### config.mk
export PLATFORM = sky130hd
export DESIGN_NAME = mult_pipe
export DESIGN_NICKNAME = d
export VERILOG_FILES = /design/src/rtl/mult_pipe.sv
export SDC_FILE = /design/constraint.sdc
export NUM_CORES = 2
export LEC_CHECK = 0
export ABC_AREA = 0
export CAP_MARGIN = 20
export CORE_ASPECT_RATIO = 1.75
export CORE_MARGIN = 2
export CORE_UTILIZATION = 60
export DETAILED_ROUTE_END_ITERATION = 8
export GPL_TIMING_DRIVEN = 0
export PLACE_DENSITY = 0.87
export RECOVER_POWER = 50
export SLEW_MARGIN = 25
export SYNTH_ARGS = -nofsm -noshare
export SYNTH_HDL_FRONTEND = slang
export SYNTH_SLANG_ARGS = --single-unit
### constraint.sdc
create_clock -name clock -period 26 [get_ports clock]
set_input_delay 3.9 -clock clock [delete_from_list [all_inputs] [get_ports clock]]
set_output_delay 3.9 -clock clock [all_outputs]
set_load 0.02 [all_outputs]
### src/rtl/mult_pipe.sv
// mult_pipe: pipelined RV32M integer multiply unit (MUL/MULH/MULHSU/MULHU).
// The 64-bit product is built one multiplier chunk per stage. Each op carries
// an opaque tag. Results leave through a valid/ready handshake, and a stall
// freezes the whole pipe.
// Optional feature macro: MULT_SQUASH_EN. When it is defined, the squash input
// kills every in-flight op. When it is undefined, squash is ignored.
module mult_pipe #(
   parameter int NUM_STAGES = 4,
   parameter int TAG_W      = 16,
   localparam int XLEN      = 32,
   localparam int FUNC_W    = 4
) (
   input  logic              clock,
   input  logic              reset,
   input  logic              in_valid,
   output logic              in_ready,
   input  logic [XLEN-1:0]   in_opa,
   input  logic [XLEN-1:0]   in_opb,
   input  logic [FUNC_W-1:0] in_func,
   input  logic [TAG_W-1:0]  in_tag,
   input  logic              squash,
   output logic              out_valid,
   input  logic              out_ready,
   output logic [XLEN-1:0]   out_result,
   output logic [TAG_W-1:0]  out_tag,
   output logic              busy
);

   localparam int DW = 2 * XLEN;

   // Function encodings shared with the issue logic.
   localparam logic [FUNC_W-1:0] ALU_MUL    = 4'h0;
   localparam logic [FUNC_W-1:0] ALU_MULH   = 4'h1;
   localparam logic [FUNC_W-1:0] ALU_MULHSU = 4'h2;
   localparam logic [FUNC_W-1:0] ALU_MULHU  = 4'h3;

   // Multiplicand extension: signed for all variants except MULHU.
   function automatic logic [DW-1:0] ext_opa(input logic [FUNC_W-1:0] f,
                                             input logic [XLEN-1:0]   a);
      logic [DW-1:0] r;
      case (f)
         ALU_MUL, ALU_MULH, ALU_MULHSU: r = {{XLEN{a[XLEN-1]}}, a};
         default:                       r = {{XLEN{1'b0}}, a};
      endcase
      return r;
   endfunction

   // Multiplier extension: signed only for MUL and MULH.
   function automatic logic [DW-1:0] ext_opb(input logic [FUNC_W-1:0] f,
                                             input logic [XLEN-1:0]   b);
      logic [DW-1:0] r;
      case (f)
         ALU_MUL, ALU_MULH: r = {{XLEN{b[XLEN-1]}}, b};
         default:           r = {{XLEN{1'b0}}, b};
      endcase
      return r;
   endfunction

   // Product half selection. An unknown func still completes, with a marker value.
   function automatic logic [XLEN-1:0] sel_result(input logic [FUNC_W-1:0] f,
                                                  input logic [DW-1:0]     p);
      logic [XLEN-1:0] r;
      case (f)
         ALU_MUL:                          r = p[XLEN-1:0];
         ALU_MULH, ALU_MULHSU, ALU_MULHU:  r = p[DW-1:XLEN];
         default:                          r = 32'hfacebeec;
      endcase
      return r;
   endfunction

   logic              kill_s;
   logic              stall_s;
   logic [DW-1:0]     ext_a_s;
   logic [DW-1:0]     ext_b_s;
   logic              fin_valid_s;
   logic [FUNC_W-1:0] fin_func_s;
   logic [TAG_W-1:0]  fin_tag_s;
   logic [DW-1:0]     fin_partial_s;
   logic [DW-1:0]     fin_mcand_s;
   logic [DW-1:0]     fin_mplier_s;
   logic [DW-1:0]     fin_product_s;
   logic              mid_busy_s;
   logic              out_valid_r;
   logic [XLEN-1:0]   out_result_r;
   logic [TAG_W-1:0]  out_tag_r;

`ifdef MULT_SQUASH_EN
   assign kill_s = squash;
`else
   logic unused_squash_s;
   assign kill_s          = 1'b0;
   assign unused_squash_s = squash;
`endif

   assign stall_s  = out_valid_r & ~out_ready;
   assign in_ready = ~stall_s;
   assign ext_a_s  = ext_opa(in_func, in_opa);
   assign ext_b_s  = ext_opb(in_func, in_opb);

   generate
      if (NUM_STAGES == 1) begin : g_single
         // A single stage multiplies the full extended operands in one step.
         assign fin_valid_s   = in_valid;
         assign fin_func_s    = in_func;
         assign fin_tag_s     = in_tag;
         assign fin_partial_s = {DW{1'b0}};
         assign fin_mcand_s   = ext_a_s;
         assign fin_mplier_s  = ext_b_s;
         assign mid_busy_s    = 1'b0;
      end else begin : g_multi
         localparam int NM = NUM_STAGES - 1;
         localparam int C  = DW / NUM_STAGES;
         localparam logic [DW-1:0] CHUNK_MASK = {DW{1'b1}} >> (DW - C);

         logic              st_valid_r   [NM];
         logic [FUNC_W-1:0] st_func_r    [NM];
         logic [TAG_W-1:0]  st_tag_r     [NM];
         logic [DW-1:0]     st_partial_r [NM];
         logic [DW-1:0]     st_mcand_r   [NM];
         logic [DW-1:0]     st_mplier_r  [NM];

         // Intermediate stages: each folds one C-bit multiplier chunk into the partial.
         always_ff @(posedge clock or posedge reset) begin
            if (reset) begin
               for (int k = 0; k < NM; k++) begin
                  st_valid_r[k]   <= 1'b0;
                  st_func_r[k]    <= {FUNC_W{1'b0}};
                  st_tag_r[k]     <= {TAG_W{1'b0}};
                  st_partial_r[k] <= {DW{1'b0}};
                  st_mcand_r[k]   <= {DW{1'b0}};
                  st_mplier_r[k]  <= {DW{1'b0}};
               end
            end else if (kill_s) begin
               for (int k = 0; k < NM; k++) begin
                  st_valid_r[k] <= 1'b0;
               end
            end else if (!stall_s) begin
               st_valid_r[0]   <= in_valid;
               st_func_r[0]    <= in_func;
               st_tag_r[0]     <= in_tag;
               st_partial_r[0] <= ext_a_s * (ext_b_s & CHUNK_MASK);
               st_mcand_r[0]   <= ext_a_s << C;
               st_mplier_r[0]  <= ext_b_s >> C;
               for (int k = 1; k < NM; k++) begin
                  st_valid_r[k]   <= st_valid_r[k-1];
                  st_func_r[k]    <= st_func_r[k-1];
                  st_tag_r[k]     <= st_tag_r[k-1];
                  st_partial_r[k] <= st_partial_r[k-1]
                                     + st_mcand_r[k-1] * (st_mplier_r[k-1] & CHUNK_MASK);
                  st_mcand_r[k]   <= st_mcand_r[k-1] << C;
                  st_mplier_r[k]  <= st_mplier_r[k-1] >> C;
               end
            end
         end

         // Any valid op in the intermediate stages keeps the unit busy.
         always_comb begin
            mid_busy_s = 1'b0;
            for (int k = 0; k < NM; k++) begin
               mid_busy_s = mid_busy_s | st_valid_r[k];
            end
         end

         // The remaining multiplier holds only the last chunk, so the full multiply
         // here is the same as multiplying by that chunk.
         assign fin_valid_s   = st_valid_r[NM-1];
         assign fin_func_s    = st_func_r[NM-1];
         assign fin_tag_s     = st_tag_r[NM-1];
         assign fin_partial_s = st_partial_r[NM-1];
         assign fin_mcand_s   = st_mcand_r[NM-1];
         assign fin_mplier_s  = st_mplier_r[NM-1];
      end
   endgenerate

   assign fin_product_s = fin_partial_s + fin_mcand_s * fin_mplier_s;

   // Output stage: the last chunk plus half selection, registered behind the handshake.
   always_ff @(posedge clock or posedge reset) begin
      if (reset) begin
         out_valid_r  <= 1'b0;
         out_result_r <= {XLEN{1'b0}};
         out_tag_r    <= {TAG_W{1'b0}};
      end else if (kill_s) begin
         out_valid_r <= 1'b0;
      end else if (!stall_s) begin
         out_valid_r <= fin_valid_s;
         if (fin_valid_s) begin
            out_result_r <= sel_result(fin_func_s, fin_product_s);
            out_tag_r    <= fin_tag_s;
         end
      end
   end

   assign out_valid  = out_valid_r;
   assign out_result = out_result_r;
   assign out_tag    = out_tag_r;
   assign busy       = out_valid_r | mid_busy_s;

endmodule

# Word-level counts from Yosys, hierarchy flattened
# Index checks and enable logic that the tools add are counted.
# word_totals
input_bits	89
elab_cells	48
out_inout_bits	51
regBits	496
# op_classes
n_eq_ne	5
add_sub_neg	3
mux	3
bitwise_logic	6
multipliers	4
n_reduce_logical	6
# op_table
cell	n
adder 64 bit	3
2-to-1 mux 64 bit	2
multiplier 64 x 16 -> 64 bit	1
case mux 32 bit (2 select lines)	1
multiplier 48 x 16 -> 48 bit	1
multiplier 32 x 16 -> 32 bit	1
multiplier 16 x 16 -> 16 bit	1
== test 4 x 2 -> 1 bit (second input constant)	3
== test 4 x 1 -> 1 bit (second input constant)	2
logical NOT 4 bit	2
OR reduction 3 bit	2
OR 1 bit	3
inverter 1 bit	2
AND reduction 2 bit	1
OR reduction 2 bit	1
AND 1 bit	1

# Longest topological paths before layout
# depth
ltp_word	4
depth_mapped	38
depth_no_buf	38

# Worst setup path before layout
# Ideal clock, no wire load.
# synth_timing
path_kind	input -> register
startpoint	input port in_opa[31]
endpoint	register g_multi.st_partial_r[182] (netlist bit)
slack_ns	15.511
stages	27
t_required_ns	25.876
t_arrival_ns	10.365
path_cell_list	clkbuf_1 -> nand2_1 -> a21oi_1 -> clkbuf_1 -> nand2_1 -> fa_1 -> inv_1 -> fa_1 -> inv_1 -> fa_1 -> fa_1 -> fa_1 -> fa_1 -> inv_1 -> ha_1 -> a21o_1 -> a21oi_1 -> o21ai_0 -> nor3_1 -> o21ai_0 -> a41oi_1 -> o31ai_2 -> nand3_1 -> nor2_1 -> o21ai_0 -> and4_1 -> a211o_1
# synth_via
elab_chain_len	2
# synth_lines
item	line_no	text
start, declared	17	input logic [XLEN-1:0] in_opa,
2-to-1 mux 64 bit	41	case (f)
multiplier 64 x 16 -> 64 bit	141	st_partial_r[0] <= ext_a_s * (ext_b_s & CHUNK_MASK);
end signal, assigned by index	129	st_partial_r[k] <= {DW{1'b0}};
end signal, assigned by index	148	st_partial_r[k] <= st_partial_r[k-1]
end, declared	118	logic [DW-1:0] st_partial_r [NM];
# No other way between the ends.
# A chain may end at the register's enable or synchronous reset.

==> out/metrics.cfg <==
[logic_synthesis]
ys.warnings.count = 0
async_reset_ff_share_pct = 100
seq_area_frac_synth_pct = 15.8
avgSynthCellArea_um2 = 9.02
synth.distinct_cells = 97
ys.flop_type = dfrtp_1
syn_nets = 8847
synth_edf_count = 0
synth_cells = 7114
ys_ff_latch = 404
synthesis.area_mm2 = 0.0642

[cts]
postCtsSetupBuffers = 0
clockRootBuffer = clkbuf_16
cts_max_path_buffers = 3
clock_latency_ns = 0.64
hold_buffers = 0
cts.sinks = 404
cts_tree = yes
numCtsBuffers = 40
clk_pin_slew_ns = 0.07
htree_levels = 2
postCtsResizedCells = 0

[sta]
relSlewSlack_pct = -251
finalCriticalPeriod_ns = 14.00
rsz0062_at_grt = false
hold_viol = 0
setup_viol = 0
period_share_pct = 53.8
tightest_slew_ns = 5.26
fmax_ghz = 0.0714
skew_ns = 0.0420
finalSetupTns_ns = 0
final_max_slew_viol_count = 413

[min_path]
holdPathStages = 2
min_path_type = reg2reg

[worst_setup_path]
required_ns = 25.46
rr_worst_depth = 35
critical-path-slowest-cell = clkbuf_1
slowest_delay_ns = 3.84
arrival_ns = 13.46
start_kind = input port
crit_chain = dlygate4sd3_1, clkinvlp_2, clkbuf_1, clkbuf_1
cpMostUsedCell = clkbuf_1
critPathMaxFanout = 99
critPathKind = in2async
critPathCaptureType = async pin

[detailed_routing]
dr_total_vias = 50900
first_pass_iters = 8
routedWlPerCell_um = 25.5
ant_nets = 0
drt-initial-drc-count = 3852
wirelength_um = 221000
routed_via_density = 5.87
drc_errors = 0

[floorplanning]
die_x_um = 251
die_height_um = 437
start_util_pct = 60.5
num_rows = 158
io_pins = 140
die_area_mm2 = 0.110
fp.coreArea_mm2 = 0.106

[placement]
port-buffer-count = 115
post-dp-hpwl_um = 186000
gp_congestion = 1.04
dp_cells = 8594

[global_routing]
first_global_vias = 56300
grt_max_degree = 100
antenna_found_initial = 10
grt_pass1_wl_um = 333000
grt_use_total_pct = 41.5
grt_remaining_overflow = 0

[layout]
drive_gt1_share_pct = 2.07
finalNetCount = 9011
syn2layout_area_growth_pct = 6.77
instances_no_fill = 8677

[job]
max_cap_violations = 5

[run_status]
violations = max-capacitance violations, max-slew violations
status = finished, violations left

## layer usage
metal  vias to the layer above  track usage, %  routed length (um)
li1                      21700               -                   -
met1                     25600            42.0               69000
met2                      2547            70.3              108000
met3                      1086            7.46               15500
met4                         6            42.2               28600
met5                         -               0                  31
## cell families after synthesis
| logic type | count (synthesis) | synth area share (%) |
|---|---|---|
| DFF | 404 | 15.8 |
| and+or+nand+nor | 2390 | 16.1 |
| adders and majority gates | 1644 | 47.1 |
| buffers and inverters | 1654 | 9.68 |
| AOI/OAI and AO/OA | 763 | 7.82 |
| xor gates and xnor gates | 251 | 3.43 |
| muxes | 8 | 0.133 |
## registers in the layout, summed over array words and instances (netlist names)
register and count:
fin_func_s 4, fin_mcand_s 16, fin_mplier_s 1, fin_partial_s 64
fin_tag_s 16, fin_valid_s 1, g_multi.st_func_r 8, g_multi.st_mcand_r 65
g_multi.st_mplier_r 18, g_multi.st_partial_r 128, g_multi.st_tag_r 32, g_multi.st_valid_r 2
out_result 32, out_tag 16, out_valid 1
## cell usage in the layout (no fill, tap or decap), drive strengths merged, types with 13 or more instances in the layout
cell type	count
nor2	207
nor2b	22
o21ai	184
fa	1281
o31ai	13
and3	13
xor2	85
a21o	96
inv	1347
a211oi	18
nor3	32
dlygate4sd3	21
a21oi	263
clkdlybuf4s50	94
a31oi	29
nand2	1626
dfrtp	404
o21a	31
xnor2	166
clkbuf	361
o211ai	14
ha	363
nand2b	27
o21bai	32
nand4	15
nand3	35
buf	13
and2	375
## final timing paths
check / from / to / slack (ns)
setup / recovery: reset / g_multi.st_tag_r[21] / 12.00
hold / removal: g_multi.st_partial_r[69] / fin_partial_s[5] / 0.46
setup reg to reg: g_multi.st_mcand_r[155] / g_multi.st_partial_r[127] / 14.62
min in group asynchronous: reset / out_result[19] / 4.73
max in group clock: in_opa[31] / g_multi.st_partial_r[182] / 13.58
hold reg to reg: g_multi.st_partial_r[69] / fin_partial_s[5] / 0.46
## stage by stage
stage	util, %	setup WS, ns	area (um2)	hold WS, ns
floorplan	-	10.86	64200	0.431
global placement	63.2	6.39	67000	0.442
detailed placement	63.4	13.03	67100	0.450
CTS	64.7	13.69	68600	0.449
global route	64.6	10.02	68500	0.477
finish	64.6	12.00	68500	0.456
## cell usage after synthesis (all sizes together) (31+ instances only)
master | instances | area (um2)
a21o | 96 | 721
a21oi | 263 | 1380
xnor2 | 166 | 1450
nand3 | 35 | 175
o21ai | 184 | 962
inv | 1340 | 5030
xor2 | 85 | 744
nor3 | 32 | 160
dfrtp | 404 | 10100
and2 | 375 | 2350
nand2 | 1626 | 6100
o21bai | 32 | 240
clkbuf | 303 | 1140
nor2 | 207 | 782
ha | 363 | 4540
o21a | 31 | 241
fa | 1281 | 25600
## cell type report
| class | instances | area (um2) |
|---|---|---|
| Fill cell | 8767 | 37500 |
| Sequential cell | 404 | 10100 |
| Timing Repair Buffer | 122 | 1200 |
| Tap cell | 1360 | 1700 |
| Clock buffer | 53 | 1120 |
| Buffer | 314 | 1190 |
| Multi-Input combinational cell | 5056 | 47800 |
| Antenna cell | 8 | 20.0 |
| Inverter | 1340 | 5030 |
| Clock inverter | 20 | 289 |
## critical path: cells and delay by family
kind | cells | cell delay, ns
buffers and inverters | 4 | 9.30
Power is not shown: default switching activity piles up to over one toggle a cycle in this logic, so the estimate is an artifact.
